### config.mk
export PLATFORM = sky130hd
export DESIGN_NAME = acq_search_ctrl
export DESIGN_NICKNAME = d
export VERILOG_FILES = /design/src/rtl/acq_search_ctrl.sv
export SDC_FILE = /design/constraint.sdc
export NUM_CORES = 1
export LEC_CHECK = 0
export ABC_AREA = 0
export BUFFER_PORTS_ARGS = -buffer_cell sky130_fd_sc_hd__buf_2
export CAP_MARGIN = 20
export CORE_ASPECT_RATIO = 0.75
export CORE_MARGIN = 2
export CORE_UTILIZATION = 54
export CTS_CLUSTER_SIZE = 20
export DETAILED_ROUTE_END_ITERATION = 10
export PLACE_DENSITY = 0.87
export SYNTH_ARGS = -nofsm -noshare
export SYNTH_HDL_FRONTEND = slang
export SYNTH_SLANG_ARGS = --single-unit
### constraint.sdc
create_clock -name s00_axis_aclk -period 7.85 [get_ports s00_axis_aclk]
set_input_delay 1.57 -clock s00_axis_aclk [delete_from_list [all_inputs] [get_ports s00_axis_aclk]]
set_output_delay 1.57 -clock s00_axis_aclk [all_outputs]
set_load 0.05 [all_outputs]
### src/rtl/acq_search_ctrl.sv
// Doppler-bin search sequencer: requests each bin from the NCO, gates one FFT frame
// into the peak detector, tracks the global best peak and reports a threshold decision.
module acq_search_ctrl #(
    parameter int DSIZE           = 32,
    parameter int DSIZE_DIV2      = 16,
    parameter int FFT_LENGTH_LOG2 = 16,
    parameter int BINS_LOG2       = 6
) (
    input  logic                  s00_axis_aclk,
    input  logic                  s00_axis_aresetn,
    input  logic                  i_start,
    input  logic [BINS_LOG2-1:0]  i_num_bins,
    input  logic [DSIZE_DIV2-1:0] i_threshold,
    output logic [BINS_LOG2-1:0]  o_dop_bin,
    output logic                  o_dop_req,
    input  logic                  i_dop_ack,
    input  logic                  s00_axis_tvalid,
    input  logic                  s00_axis_tlast,
    input  logic [DSIZE-1:0]      s00_axis_tdata,
    output logic                  s00_axis_tready,
    output logic                  pd_tvalid,
    output logic                  pd_tlast,
    output logic [DSIZE-1:0]      pd_tdata,
    output logic [DSIZE_DIV2-1:0] pd_index,
    input  logic [DSIZE_DIV2-1:0] pd_max,
    input  logic [DSIZE_DIV2-1:0] pd_max_index,
    input  logic                  pd_done,
    output logic                  o_busy,
    output logic                  o_result_valid,
    output logic                  o_hit,
    output logic [BINS_LOG2-1:0]  o_best_bin,
    output logic [DSIZE_DIV2-1:0] o_best_phase,
    output logic [DSIZE_DIV2-1:0] o_best_mag,
    output logic                  o_gap_err,
    output logic                  o_len_err
);

    typedef enum logic [2:0] {
        S_IDLE,
        S_REQ,
        S_STREAM,
        S_WAIT,
        S_UPDATE,
        S_REPORT
    } state_t;

    state_t                     state;
    state_t                     state_next;
    logic [BINS_LOG2-1:0]       bin;
    logic [BINS_LOG2-1:0]       last_bin;
    logic [DSIZE_DIV2-1:0]      threshold_q;
    logic [FFT_LENGTH_LOG2-1:0] index;
    logic                       beat;
    logic                       upd_replace;
    logic [DSIZE_DIV2-1:0]      upd_mag;

    assign s00_axis_tready = (state == S_STREAM);
    assign beat            = s00_axis_tvalid & s00_axis_tready;
    assign pd_tvalid       = beat;
    assign pd_tlast        = s00_axis_tlast & s00_axis_tready;
    assign pd_tdata        = s00_axis_tready ? s00_axis_tdata : '0;
    assign pd_index        = s00_axis_tready ? DSIZE_DIV2'(index) : '0;
    assign o_dop_bin       = bin;

    // Strict compare keeps the earlier bin on ties
    assign upd_replace = (pd_max > o_best_mag);
    assign upd_mag     = upd_replace ? pd_max : o_best_mag;

    always_ff @(posedge s00_axis_aclk or negedge s00_axis_aresetn) begin
        if (!s00_axis_aresetn) begin
            state <= S_IDLE;
        end else begin
            state <= state_next;
        end
    end

    always_comb begin
        state_next = state;
        case (state)
            S_IDLE:   if (i_start) state_next = S_REQ;
            S_REQ:    if (i_dop_ack) state_next = S_STREAM;
            S_STREAM: if (beat && s00_axis_tlast) state_next = S_WAIT;
            // Detector max lags done by one cycle, so UPDATE samples it on the following cycle
            S_WAIT:   if (pd_done) state_next = S_UPDATE;
            S_UPDATE: state_next = (bin == last_bin) ? S_REPORT : S_REQ;
            S_REPORT: state_next = S_IDLE;
            default:  state_next = S_IDLE;
        endcase
    end

    always_ff @(posedge s00_axis_aclk or negedge s00_axis_aresetn) begin
        if (!s00_axis_aresetn) begin
            bin            <= '0;
            last_bin       <= '0;
            threshold_q    <= '0;
            index          <= '0;
            o_dop_req      <= 1'b0;
            o_busy         <= 1'b0;
            o_result_valid <= 1'b0;
            o_hit          <= 1'b0;
            o_best_bin     <= '0;
            o_best_phase   <= '0;
            o_best_mag     <= '0;
            o_gap_err      <= 1'b0;
            o_len_err      <= 1'b0;
        end else begin
            o_dop_req      <= (state_next == S_REQ);
            o_busy         <= (state_next != S_IDLE);
            o_result_valid <= (state_next == S_REPORT);
            case (state)
                S_IDLE: begin
                    if (i_start) begin
                        last_bin     <= (i_num_bins == '0) ? '0 : i_num_bins - 1'b1;
                        threshold_q  <= i_threshold;
                        bin          <= '0;
                        o_hit        <= 1'b0;
                        o_best_bin   <= '0;
                        o_best_phase <= '0;
                        o_best_mag   <= '0;
                        o_gap_err    <= 1'b0;
                        o_len_err    <= 1'b0;
                    end
                end
                S_REQ: begin
                    if (i_dop_ack) index <= '0;
                end
                S_STREAM: begin
                    if (beat) index <= index + 1'b1;
                    if (!s00_axis_tvalid && index != '0) o_gap_err <= 1'b1;
                    if (beat && s00_axis_tlast && index != '1) o_len_err <= 1'b1;
                end
                S_UPDATE: begin
                    if (upd_replace) begin
                        o_best_mag   <= pd_max;
                        o_best_phase <= pd_max_index;
                        o_best_bin   <= bin;
                    end
                    // Hit is computed from the post-update best so it aligns with result_valid
                    if (bin == last_bin) o_hit <= (upd_mag > threshold_q);
                    else                 bin   <= bin + 1'b1;
                end
                default: ;
            endcase
        end
    end

endmodule

* Word-level counts from Yosys, hierarchy flattened
Index checks and enable logic that the tools add are counted.
Cells by class: $mul 0, $add $sub $neg 3, divide/modulo/power cells 0, reduce and logical (&&, ||, !) cells 19, bitwise gates (word level) 2, muxes and demuxes 29, magnitude comparators 2, eq/ne operators 16, shift operators 0
Operator list (count):
- $mux W16 | 6
- $pmux W16 S2 | 3
- $gt A16 B16 Y1 | 2
- $mux W32 | 1
- $mux W6 | 4
- $pmux W6 S2 | 2
- $reduce_and A3 Y1 | 6
- $add A16 B1 Y16 const B | 1
- $ne A16 B16 Y1 const B | 1
- $reduce_bool A16 Y1 | 1
- $mux W3 | 5
- $pmux W3 S5 | 1
- $ne A2 B2 Y1 const B | 5
- $add A6 B1 Y6 const B | 1
- $eq A3 B1 Y1 const B | 2
- $eq A3 B2 Y1 const B | 2
- $eq A3 B3 Y1 const B | 2
- $eq A6 B6 Y1 | 1
- $logic_not A6 Y1 | 1
- $ne A2 B1 Y1 const B | 3
- $pmux W1 S2 | 3
- $reduce_bool A2 Y1 | 3
- $sub A6 B1 Y6 const B | 1
- $mux W1 | 4
- 6 further kinds | 10
Storage, ports and cells: memories 0, register bits 91, word-level logic and storage cells 85, memory bits (read-only) 0, output and inout bits 101, bits of input ports 93, bits in latches 0, memory bits (writable) 0

* Logic depth before layout (Yosys ltp)
Gate-level depths: netlist of the first run.
depth after elaboration 6, mapped depth 16, depth with buffers taken out 15

* Worst setup path before layout of the first run
OpenSTA, ideal clock, no wires.
path kind input to register, from input pd_max[14], to register o_hit, buffers on the path 1, stages 14, arrival 4.747 ns, setup slack 2.977 ns, library setup time 0.126 ns, data required time 7.724 ns, cells stage by stage ha_1 > nand4_1 > or4_1 > a21oi_2 > nor4_2 > nor2_2 > buf_6 > mux2_2 > ha_1 > a21oi_1 > a21oi_1 > a2111oi_0 > nor2_1 > o311a_1
Between the ends: cells in the longest elaborated chain, start to end 5
Ends and longest elaborated chain:
- start: declaration | RTL line 25 | input logic [DSIZE_DIV2-1:0] pd_max,
- $gt A16 B16 Y1 | RTL line 66 | assign upd_replace = (pd_max > o_best_mag);
- $mux W16 (*)
- $gt A16 B16 Y1 (*) | RTL line 139 | if (bin == last_bin) o_hit <= (upd_mag > threshold_q);
- $mux W1 (*) | RTL line 139
- $pmux W1 S2 (*) | RTL line 110 | case (state)
- end signal: assignment | RTL line 139
- end: declaration | RTL line 30 | output logic o_hit,
Mark *: on every way between the ends. The rest lies on a longest branch, timed or not. The select of a mux whose other input is x is not followed. A chain may end at the register's enable or synchronous reset.

* Worst setup path after layout of the first run
Same ends and word-level chain as after synthesis.

==> impl_metrics.py, run 1 <==
metrics = {
    "outcome": {
        "run_status": "completed",
    },
    "floorplanning": {
        "die_w_um": 117,
        "die_y_um": 88.4,
        "initial_core_util_pct": 56.1,
        "dieArea_sq_mm": 0.0103,
        "num_rows": 30,
        "coreArea_sq_mm": 0.00916,
        "io_pins": 194,
    },
    "timing": {
        "relSlewSlack_pct": 30.2,
        "setup_tns_ps": 0,
        "whs_ps": 501,
        "drv_slew": 0,
        "hold_viol_final": 0,
        "post-route-period-util_pct": 68.7,
        "skew_ps": 7.77,
        "rsz0062_at_grt": "false",
        "setup_viol": 0,
        "period_minus_slack_ps": 5390,
        "worstMarginPinSlew_ps": 1040,
        "clock.fmax_mhz": 185,
        "layout_setup_ws_ps": 2460,
    },
    "clock_network": {
        "cts_setup_buffers": 0,
        "cts_root_buffer": "clkbuf_16",
        "cts_tree": "yes",
        "cts_hold_buffers": 0,
        "cts.path.max_buffers": 2,
        "cts_buffers": 9,
        "ctsResizeCount": 0,
        "clkSinkCount": 91,
        "clk_latency_ps": 340,
        "clkTransAtPathRegs_ps": 70,
        "h-tree-depth": 3,
    },
    "logic_synthesis": {
        "synth-simple-area-share_pct": 18.7,
        "synth_area_per_cell_sq_um": 9.95,
        "yosysWarnings": 0,
        "syn_area_sq_mm": 0.00513,
        "synthCells": 516,
        "ys_types": 52,
        "synth-adder-area-share_pct": 9.02,
        "synth_xor_area_share_pct": 4.61,
        "synth-seq-cells": 91,
        "synth_compound_area_share_pct": 14.4,
        "ys_async_sr_fraction_pct": 100,
        "ys.flop_type": "dfrtp_1",
        "synth_edf_count": 0,
        "synth_seq_area_share_pct": 44.4,
        "synth.net_count": 646,
        "synth.area.mux_share_pct": 3.70,
        "synth_top_family_by_area": "simple AND/OR/NAND/NOR gates",
    },
    "routing": {
        "drtIter0Drc": 334,
        "avgRoutedWirePerCell_um": 16.1,
        "ant_nets": 0,
        "viasPerCell": 5.47,
        "vias": 4560,
        "finalWirelength_um": 13500,
        "drc": 0,
        "dr.pass1.iters": 5,
    },
    "power_and_ir_drop": {
        "p_sw_uw": 1060,
        "clock_power_share_pct": 19.6,
        "pwr-share-comb_pct": 50.0,
        "power.share.sequential_pct": 30.4,
        "cellPowerDensity_mw_per_mm2": 349,
        "p_int_uw": 1200,
        "swShare_pct": 46.9,
        "leakagePower_uw": 0.00342,
        "vdd_drop_max_uv": 245,
    },
    "setup_path": {
        "start_kind": "input pin",
        "r2r_end": "o_hit$_DFFE_PN0P_",
        "r2r_slack_ps": 3340,
        "r2r_cells": 15,
        "cp_data_required_time_ps": 8080,
        "arrival_ps": 5620,
        "critPathLaunch": "pd_max[14]",
        "crit_type": "input pin to flip-flop",
        "r2r_start": "o_best_mag[14]$_DFFE_PN0P_",
        "worstPathMaxFanout": 16,
        "end_kind": "flip-flop",
        "setup.worst_path.end": "o_hit$_DFFE_PN0P_",
    },
    "finish": {
        "area_growth_pct": 26.6,
        "nets": 831,
        "stdcell_area_sq_mm": 0.00650,
        "stdcell_count": 834,
        "drive_gt1_share_pct": 34.0,
        "fill_cells": 707,
        "n_antenna_cell": 0,
    },
    "global_routing": {
        "grt_pass1_vias": 4383,
        "grt_overflow": 0,
        "grtUsageMet3_pct": 6.30,
        "grtUsageMet2_pct": 43.2,
        "grt.total_usage_pct": 26.3,
        "grt_pass1_wl_um": 20900,
        "top_usage_layer": "met2",
        "use_met1_pct": 35.0,
        "antenna_found_initial": 0,
        "grt_max_degree": 72,
    },
    "placement": {
        "hpwl_um": 10100,
        "gp_congestion": 0.877,
        "dp.cells": 818,
        "placed_cell_area_sq_mm": 0.00619,
        "dp_slack_ps": 2150,
        "portBuffers": 193,
    },
    "run": {
        "drv_cap": 0,
    },
    "hold_path": {
        "min_path_type": "flip-flop to flip-flop",
        "min_from": "o_best_bin[1]$_DFFE_PN0P_",
    },
}
synth_stat cells, types with 4 or more instances:
| cell | number | share of area, % |
|---|---|---|
| dfrtp_1 | 91 | 44 |
| and2_1 | 50 | 6.1 |
| nand2_1 | 43 | 3.1 |
| a22o_1 | 39 | 6.7 |
| inv_1 | 38 | 2.8 |
| ha_1 | 37 | 9.0 |
| nor2_1 | 31 | 2.3 |
| o21ai_0 | 27 | 2.6 |
| clkbuf_1 | 15 | 1.1 |
| mux2_2 | 15 | 3.3 |
| xnor2_1 | 15 | 2.6 |
| a21oi_1 | 12 | 1.2 |
| nand4_1 | 12 | 1.5 |
| xor2_1 | 12 | 2.0 |
| nand3_1 | 8 | 0.78 |
| nor3_1 | 7 | 0.68 |
| nor4_1 | 5 | 0.61 |
| buf_6 | 4 | 0.88 |
| nand2b_1 | 4 | 0.49 |
| nand3b_1 | 4 | 0.58 |
| o211ai_1 | 4 | 0.58 |
cells by family after synthesis:
logic type / after synthesis
mux: 17
buf+inv: 61
fa+ha+maj: 37
simple gates: 182
compound gates: 101
flops: 91
xor+xnor: 27
per-stage QoR:
step,total power (uW),utilization (%)
global route,2390,71.0
floorplan,1540,-
CTS,2270,71.0
global placement,1760,67.6
detailed placement,1820,67.6
finish,2270,71.0
worst min path at each step:
| stage | to | slack, ps | depth (start not counted) |
|---|---|---|---|
| after CTS | o_gap_err$_DFFE_PN0P_ | 500 | 1 |
| after floorplan | threshold_q[0]$_DFFE_PN0P_ | 450 | 2 |
| after global routing | o_best_phase[6]$_DFFE_PN0P_ | 520 | 1 |
| after detailed placement | o_len_err$_DFFE_PN0P_ | 480 | 1 |
| final | o_best_bin[1]$_DFFE_PN0P_ | 500 | 1 |
| after global placement | o_gap_err$_DFFE_PN0P_ | 470 | 1 |
layout by cell type (no fill, tap or decap), drive strengths merged, types with 3 or more instances in the layout:
master   instances
a22o            39
a2111oi          4
nand4           12
a21oi           13
and2            50
nor4             6
nand3            8
xor2            12
ha              37
nor3             8
nand2           43
mux2            16
o21ai           28
xnor2           15
nand3b           4
dfrtp           91
nand2b           4
nor3b            3
buf            197
clkbuf          10
o211ai           4
inv             41
or3              3
nor2            32
per-layer routing:
metal | wire, um | vias to the layer above
li1 | - | 2176
met1 | 5940 | 2229
met2 | 6640 | 138
met3 | 699 | 17
met4 | 188 | 0
met5 | 0 | -
power groups by stage:
| stage | clock network [uW] | logic [uW] | registers [uW] |
|---|---|---|---|
| global route | 471 | 1220 | 704 |
| CTS | 450 | 1130 | 688 |
| floorplan | 0 | 665 | 872 |
| finish | 445 | 1130 | 689 |
| global placement | 0 | 1080 | 687 |
| detailed placement | 0 | 1120 | 694 |
worst max-delay path, stage by stage:
cell,delay (ps)
buf_2,110
ha_1,330
nand4_1,160
or4_1,600
a21oi_2,150
nor4_2,100
nor2_2,710
mux2_2,420
ha_1,290
nor2b_1,130
o211ai_1,140
a21oi_1,80
a2111oi_0,380
nor2_1,100
o311a_1,350
sequential cells by signal, summed over array words and instances, names as in the netlist:
register	count
o_best_mag	16
o_busy	1
o_gap_err	1
o_best_phase	16
o_len_err	1
last_bin	6
o_best_bin	6
o_dop_req	1
o_hit	1
o_dop_bin	6
threshold_q	16
index	16
state	3
o_result_valid	1
final cells by class:
cell class / count / area (sq um) / area share (%)
Sequential cell: 91 / 2280 / 35.0
Clock buffer: 10 / 239 / 3.68
Multi-Input combinational cell: 364 / 2610 / 40.2
Inverter: 38 / 143 / 2.19
Tap cell: 128 / 160 / 2.46
Timing Repair Buffer: 197 / 998 / 15.4
Clock inverter: 6 / 70.1 / 1.08
Note: power is estimated with default switching activity, not from simulation.
==> run 2, diff against run 1 <==
--- a/config.mk
+++ b/config.mk
@@ -5,15 +5,15 @@
 export SDC_FILE = /design/constraint.sdc
 export NUM_CORES = 1
 export LEC_CHECK = 0
-export ABC_AREA = 0
+export ABC_AREA = 1
 export BUFFER_PORTS_ARGS = -buffer_cell sky130_fd_sc_hd__buf_2
 export CAP_MARGIN = 20
 export CORE_ASPECT_RATIO = 0.75
 export CORE_MARGIN = 2
-export CORE_UTILIZATION = 54
+export CORE_UTILIZATION = 46
 export CTS_CLUSTER_SIZE = 20
 export DETAILED_ROUTE_END_ITERATION = 10
-export PLACE_DENSITY = 0.87
+export PLACE_DENSITY = 0.78
 export SYNTH_ARGS = -nofsm -noshare
 export SYNTH_HDL_FRONTEND = slang
 export SYNTH_SLANG_ARGS = --single-unit
==> constraint.sdc (replaced) <==
create_clock -name s00_axis_aclk -period 4.8 [get_ports s00_axis_aclk]
set_input_delay 0.96 -clock s00_axis_aclk [delete_from_list [all_inputs] [get_ports s00_axis_aclk]]
set_output_delay 0.96 -clock s00_axis_aclk [all_outputs]
set_load 0.05 [all_outputs]
==> impl_metrics.py, run 2 <==
metrics = {
    "clock_network": {
        "cts_tree": "yes",
        "clkTransAtPathRegs_ps": 70,
        "cts_buffers": 9,
        "cts_setup_buffers": 0,
        "cts.path.max_buffers": 2,
        "h-tree-depth": 3,
        "ctsResizeCount": 0,
        "clk_latency_ps": 340,
        "cts_hold_buffers": 0,
        "cts_root_buffer": "clkbuf_16",
        "clkSinkCount": 91,
    },
    "hold_path": {
        "min_from": "o_best_phase[4]$_DFFE_PN0P_",
        "holdPathEnd": "o_best_phase[4]$_DFFE_PN0P_",
        "hold_depth": 2,
        "min_path_type": "flip-flop to flip-flop",
    },
    "floorplanning": {
        "coreArea_sq_mm": 0.0116,
        "dieArea_sq_mm": 0.0128,
        "die_w_um": 130,
        "io_pins": 194,
        "num_rows": 34,
        "die_y_um": 98.5,
        "initial_core_util_pct": 47.2,
    },
    "routing": {
        "vias": 5226,
        "dr.pass1.iters": 5,
        "drc": 0,
        "avgRoutedWirePerCell_um": 13.0,
        "finalWirelength_um": 14200,
        "ant_nets": 0,
        "drtIter0Drc": 222,
        "viasPerCell": 4.79,
    },
    "outcome": {
        "run_status": "completed",
    },
    "timing": {
        "skew_ps": 8.39,
        "setup_viol": 0,
        "worstMarginPinSlew_ps": 867,
        "period_minus_slack_ps": 3560,
        "clock.fmax_mhz": 281,
        "relSlewSlack_pct": 42.1,
        "post-route-period-util_pct": 74.2,
        "setup_tns_ps": 0,
        "layout_setup_ws_ps": 1240,
        "drv_slew": 0,
        "hold_viol_final": 0,
        "rsz0062_at_grt": "false",
    },
    "logic_synthesis": {
        "ys.flop_type": "dfrtp_1",
        "synth_seq_area_share_pct": 41.6,
        "ys_top_cells_by_count": "211 x nand2_1, 110 x inv_1, 91 x dfrtp_1",
        "synth_area_per_cell_sq_um": 7.43,
        "syn_area_sq_mm": 0.00548,
        "yosys.area.top_type_share_pct": 41.6,
        "ys_types": 32,
        "ys_async_sr_fraction_pct": 100,
        "synth-seq-cells": 91,
        "synth.net_count": 868,
        "synthCells": 738,
        "synth_edf_count": 0,
        "synth.most_common_cell": "nand2_1",
        "synth_area_leaders": "dfrtp_1 42%, nand2_1 14%, ha_1 8.4%, inv_1 7.5%, nor2_1 5.4%",
        "yosysWarnings": 0,
        "yosys.area.top_type": "dfrtp_1",
    },
    "global_routing": {
        "grt_pass1_vias": 4661,
        "grt.total_usage_pct": 22.2,
        "antenna_found_initial": 0,
        "grt_overflow": 0,
        "grt_pass1_wl_um": 22800,
        "grt_max_degree": 65,
    },
    "setup_path": {
        "end_kind": "flip-flop",
        "cp_data_required_time_ps": 5030,
        "worstPathMaxFanout": 18,
        "r2r_end": "o_hit$_DFFE_PN0P_",
        "r2r_slack_ps": 1540,
        "start_kind": "input pin",
        "arrival_ps": 3790,
        "r2r_start": "o_best_mag[15]$_DFFE_PN0P_",
        "crit_type": "input pin to flip-flop",
        "r2r_cells": 16,
        "critPathLaunch": "pd_max[15]",
    },
    "finish": {
        "layout_common_cells": "211 x nand2_1, 192 x buf_2, 110 x inv_1",
        "fill_cells": 1074,
        "area_growth_pct": 25.4,
        "multiInputGateArea_sq_mm": 0.00268,
        "seqCellArea_sq_mm": 0.00228,
        "final_common_cell": "nand2_1",
        "nets": 1053,
        "drive_gt1_share_pct": 24.6,
        "stdcell_area_sq_mm": 0.00687,
    },
    "run": {
        "drv_cap": 0,
    },
    "placement": {
        "portBuffers": 193,
        "hpwl_um": 11100,
        "gp_congestion": 0.859,
        "dp_slack_ps": 925,
        "placed_cell_area_sq_mm": 0.00658,
    },
    "power_and_ir_drop": {
        "total_power_uw": 4090,
        "leakagePower_uw": 0.00401,
        "cellPowerDensity_mw_per_mm2": 595,
        "vdd_drop_max_uv": 332,
    },
}
-- run 2: changes by cell type after synthesis, sizes merged, moves of 28 or more --
| cell | before | now |
|---|---|---|
| nand2 | 43 | 217 |
| inv | 38 | 113 |
| nor2 | 32 | 83 |
| a22o | 39 | 0 |
| and2 | 50 | 15 |
| nand3 | 8 | 36 |
-- run 2: cell families (layout without fill, tap and decap cells) --
| group | Yosys count | count (layout) | share of synthesized area (%) |
|---|---|---|---|
| compound gates | 77 | 77 | 7.44 |
| xor+xnor | 11 | 11 | 1.76 |
| fa+ha+maj | 37 | 37 | 8.45 |
| buf+inv | 135 | 325 | 9.52 |
| flops | 91 | 91 | 41.6 |
| other cells | 0 | 1 | 0 |
| simple gates | 387 | 387 | 31.3 |
-- run 2: layout make-up --
| class | count | share of cell area (%) |
|---|---|---|
| timing repair buffer | 196 | 14.4 |
| multi-input combinational | 512 | 39.0 |
| clock inverter | 6 | 0.929 |
| tap | 162 | 2.95 |
| antenna | 1 | 0.0364 |
| sequential | 91 | 33.1 |
| inverter | 113 | 6.17 |
| clock buffer | 10 | 3.33 |
-- run 2: worst max-delay path: stages --
cell,delay (ps)
buf_2,110
ha_1,290
nand2_1,90
nor3_2,300
nand3_2,360
nand2_2,430
nand2_1,110
and2_1,160
ha_1,290
nand2_1,60
nor2_1,150
nand2_1,100
o21ai_0,180
nor2_1,70
nand2_1,70
nand2_1,50
-- run 2: routing by layer --
layer	vias to the layer above	track usage [%]	routed length (um)
met5	-	0	0
met4	0	4.14	89
met3	9	5.21	862
met2	145	32.7	6040
met1	2382	33.5	7230
li1	2690	-	-
-- run 2: worst max path at each step --
stage                     cells past startpoint           endpoint  slack, ps
after global placement                       15  o_hit$_DFFE_PN0P_       1000
after global routing                         16  o_hit$_DFFE_PN0P_        950
after detailed placement                     16  o_hit$_DFFE_PN0P_        920
final                                        16  o_hit$_DFFE_PN0P_       1240
after floorplan                              16  o_hit$_DFFE_PN0P_       1620
after CTS                                    16  o_hit$_DFFE_PN0P_       1270
-- run 2: where the power goes --
part	switching, uW	leakage [uW]	internal (uW)
Combinational	1620	0.00265	601
Clock	301	0.000139	404
Sequential	154	0.00121	1000
Total	2080	0.00401	2010
-- run 2: per-stage QoR --
stage,hold WS [ps],util (%),cells
final,467,59.2,1091
after global routing,481,59.1,1090
after global placement,449,56.6,1074
after detailed placement,455,56.6,1074
after floorplan,455,-,738
after CTS,470,59.1,1090
==> run 3, diff against run 2 <==
--- a/config.mk
+++ b/config.mk
@@ -5,15 +5,15 @@
 export SDC_FILE = /design/constraint.sdc
 export NUM_CORES = 1
 export LEC_CHECK = 0
-export ABC_AREA = 1
+export ABC_AREA = 0
 export BUFFER_PORTS_ARGS = -buffer_cell sky130_fd_sc_hd__buf_2
 export CAP_MARGIN = 20
 export CORE_ASPECT_RATIO = 0.75
 export CORE_MARGIN = 2
-export CORE_UTILIZATION = 46
+export CORE_UTILIZATION = 45
 export CTS_CLUSTER_SIZE = 20
 export DETAILED_ROUTE_END_ITERATION = 10
-export PLACE_DENSITY = 0.78
+export PLACE_DENSITY = 0.77
 export SYNTH_ARGS = -nofsm -noshare
 export SYNTH_HDL_FRONTEND = slang
 export SYNTH_SLANG_ARGS = --single-unit
==> constraint.sdc (replaced) <==
create_clock -name s00_axis_aclk -period 3.27 [get_ports s00_axis_aclk]
set_input_delay 0.654 -clock s00_axis_aclk [delete_from_list [all_inputs] [get_ports s00_axis_aclk]]
set_output_delay 0.654 -clock s00_axis_aclk [all_outputs]
set_load 0.05 [all_outputs]
==> impl_metrics.py, run 3 (same netlist as run 1, synthesis figures left out) <==
metrics = {
    "routing": {
        "viasPerCell": 5.30,
        "finalWirelength_um": 14300,
        "dr.pass1.iters": 4,
        "ant_nets": 0,
        "drtIter0Drc": 293,
        "avgRoutedWirePerCell_um": 16.1,
        "vias": 4700,
        "drc": 0,
    },
    "placement": {
        "gp_congestion": 0.847,
        "placed_cell_area_sq_mm": 0.00666,
        "hpwl_um": 10600,
        "portBuffers": 193,
    },
    "clock_network": {
        "h-tree-depth": 3,
        "cts.path.max_buffers": 2,
        "clkSinkCount": 91,
        "cts_buffers": 9,
        "cts_root_buffer": "clkbuf_16",
        "cts_tree": "yes",
        "clk_latency_ps": 350,
        "clkTransAtPathRegs_ps": 70,
    },
    "power_and_ir_drop": {
        "cellPowerDensity_mw_per_mm2": 828,
        "leakagePower_uw": 0.00367,
        "power.share.sequential_pct": 27.7,
        "vdd_drop_max_uv": 449,
        "p_int_uw": 3220,
        "pwr-share-comb_pct": 52.8,
        "clock_power_share_pct": 19.4,
        "swShare_pct": 45.6,
        "p_sw_uw": 2700,
    },
    "outcome": {
        "violations": "negative setup slack",
        "run_status": "finished with violations",
    },
    "setup_path": {
        "crit_type": "input pin to flip-flop",
        "crit_family": "simple AND/OR/NAND/NOR gates",
        "crit_path_frequent_cell": "nand4_1",
        "cp_data_required_time_ps": 3500,
        "cp_cell_sequence": "buf_2 > ha_4 > nand4_1 > or4_4 > a21oi_4 > nor4_4 > nor2_4 > buf_6 > mux2_2 > ha_1 > nand4_1 > or2_4 > nor3_2 > o21ai_1 > o311a_1",
        "worstPathMaxFanout": 4,
        "path_buf_inv": 2,
        "end_kind": "flip-flop",
        "start_kind": "input pin",
        "max_stage_delay_ps": 500,
        "cpMaxStageDelayCell": "or4_4",
        "arrival_ps": 3710,
    },
    "floorplanning": {
        "coreArea_sq_mm": 0.0110,
        "initial_core_util_pct": 46.6,
        "io_pins": 194,
        "num_rows": 33,
        "die_y_um": 96.5,
        "dieArea_sq_mm": 0.0123,
        "die_w_um": 127,
    },
    "global_routing": {
        "grt.total_usage_pct": 23.1,
        "antenna_found_initial": 0,
        "grt_pass1_wl_um": 22300,
        "grt_max_degree": 79,
        "grt_pass1_vias": 4565,
        "grt_overflow": 0,
    },
    "timing": {
        "clock.fmax_mhz": 287,
        "hold_viol_final": 0,
        "whs_ps": 113,
        "drv_slew": 0,
        "setup_viol": 1,
        "relSlewSlack_pct": 32.7,
        "post-route-period-util_pct": 106,
        "rsz0062_at_grt": "true",
        "skew_ps": 4.99,
        "period_minus_slack_ps": 3480,
        "worstMarginPinSlew_ps": 1010,
        "layout_setup_ws_ps": -208,
    },
    "finish": {
        "drive_gt1_share_pct": 42.0,
        "stdcell_area_sq_mm": 0.00714,
        "nets": 872,
        "multiInputGateArea_sq_mm": 0.00285,
        "seqCellArea_sq_mm": 0.00229,
        "layout_common_cells": "192 x buf_2, 80 x dfrtp_1, 50 x and2_1",
        "fin_util_pct": 64.7,
        "final_common_cell": "buf_2",
        "area_growth_pct": 39.0,
        "fill_cells": 881,
        "n_antenna_cell": 0,
    },
    "hold_path": {
        "min_path_type": "input pin to async pin",
    },
    "run": {
        "drv_cap": 0,
    },
}
[run 3: changes by cell type in the layout (fill, tap and decap cells not counted), sizes merged, moves of 28 or more]
| cell | previous run | this run |
|---|---|---|
| nand2 | 217 | 43 |
| buf | 196 | 238 |
| nor2 | 83 | 32 |
| and2 | 15 | 50 |
| inv | 114 | 41 |
| a22o | 0 | 39 |
| nand3 | 36 | 8 |
[run 3: worst paths after layout]
kind | startpoint | endpoint | slack (ps) | cells after the start
max | pd_max[15] | o_hit$_DFFE_PN0P_ | -210 | 15
min | s00_axis_aresetn | index[11]$_DFFE_PN0P_ | 110 | 1
max reg2reg | o_best_mag[12]$_DFFE_PN0P_ | o_hit$_DFFE_PN0P_ | -190 | 15
min reg2reg | threshold_q[0]$_DFFE_PN0P_ | threshold_q[0]$_DFFE_PN0P_ | 490 | 2
max in group asynchronous | s00_axis_aresetn | last_bin[1]$_DFFE_PN0P_ | 2370 | 3
min in group s00_axis_aclk | threshold_q[0]$_DFFE_PN0P_ | threshold_q[0]$_DFFE_PN0P_ | 490 | 2
[run 3: final cells by class]
class	count	area share, %
sequential	91	32.1
clock inverter	7	1.52
clock buffer	9	3.16
multi-input combinational	364	39.9
timing repair buffer	238	18.9
tap	140	2.45
inverter	38	2.00
[run 3: power groups by stage]
stage | combinational [uW] | clock [uW] | sequential (uW)
5_1_grt | 3370 | 1220 | 1670
6_report | 3120 | 1150 | 1640
2_1_floorplan | 1680 | 0 | 2100
4_1_cts | 3090 | 1170 | 1630
3_3_place_gp | 2870 | 0 | 1630
3_5_place_dp | 2960 | 0 | 1640
[run 3: through the flow]
| stage | std cells | setup WS, ps | power [uW] | setup TNS [ps] |
|---|---|---|---|---|
| after floorplan | 516 | -372 | 3780 | -372 |
| after global placement | 869 | -683 | 4500 | -683 |
| after detailed placement | 869 | -768 | 4610 | -768 |
| after CTS | 886 | -195 | 5890 | -195 |
| after global routing | 887 | -313 | 6270 | -313 |
| final | 887 | -208 | 5910 | -208 |
[run 3: repair_timing]
action | 4_1_cts | 5_1_grt
pin swaps | 9 | 3
endpoints found under the setup margin | 1 | 1
endpoints found under the hold margin | 0 | 0
resized for setup | 18 | 1
setup buffers | 1 | 0
hold buffers | 0 | 0
[run 3: metal layers]
metal / vias up / wire [um] / GRT usage (%)
met1: 2283 / 6400 / 30.8
met2: 145 / 6960 / 38.8
met4: 0 / 162 / 4.30
li1: 2256 / - / -
met3: 16 / 735 / 5.84
met5: - / 0 / 0
[run 3: worst reg2reg max path, delay by kind of cell, from the launching register on]
kind	cells	cell delay (ps)
multiplexers	1	340
adder cells (fa/ha/maj)	2	560
AND/OR/NAND/NOR	7	1510
flip-flops	1	370
buffers and inverters	2	230
AO/OA/AOI/OAI	3	340
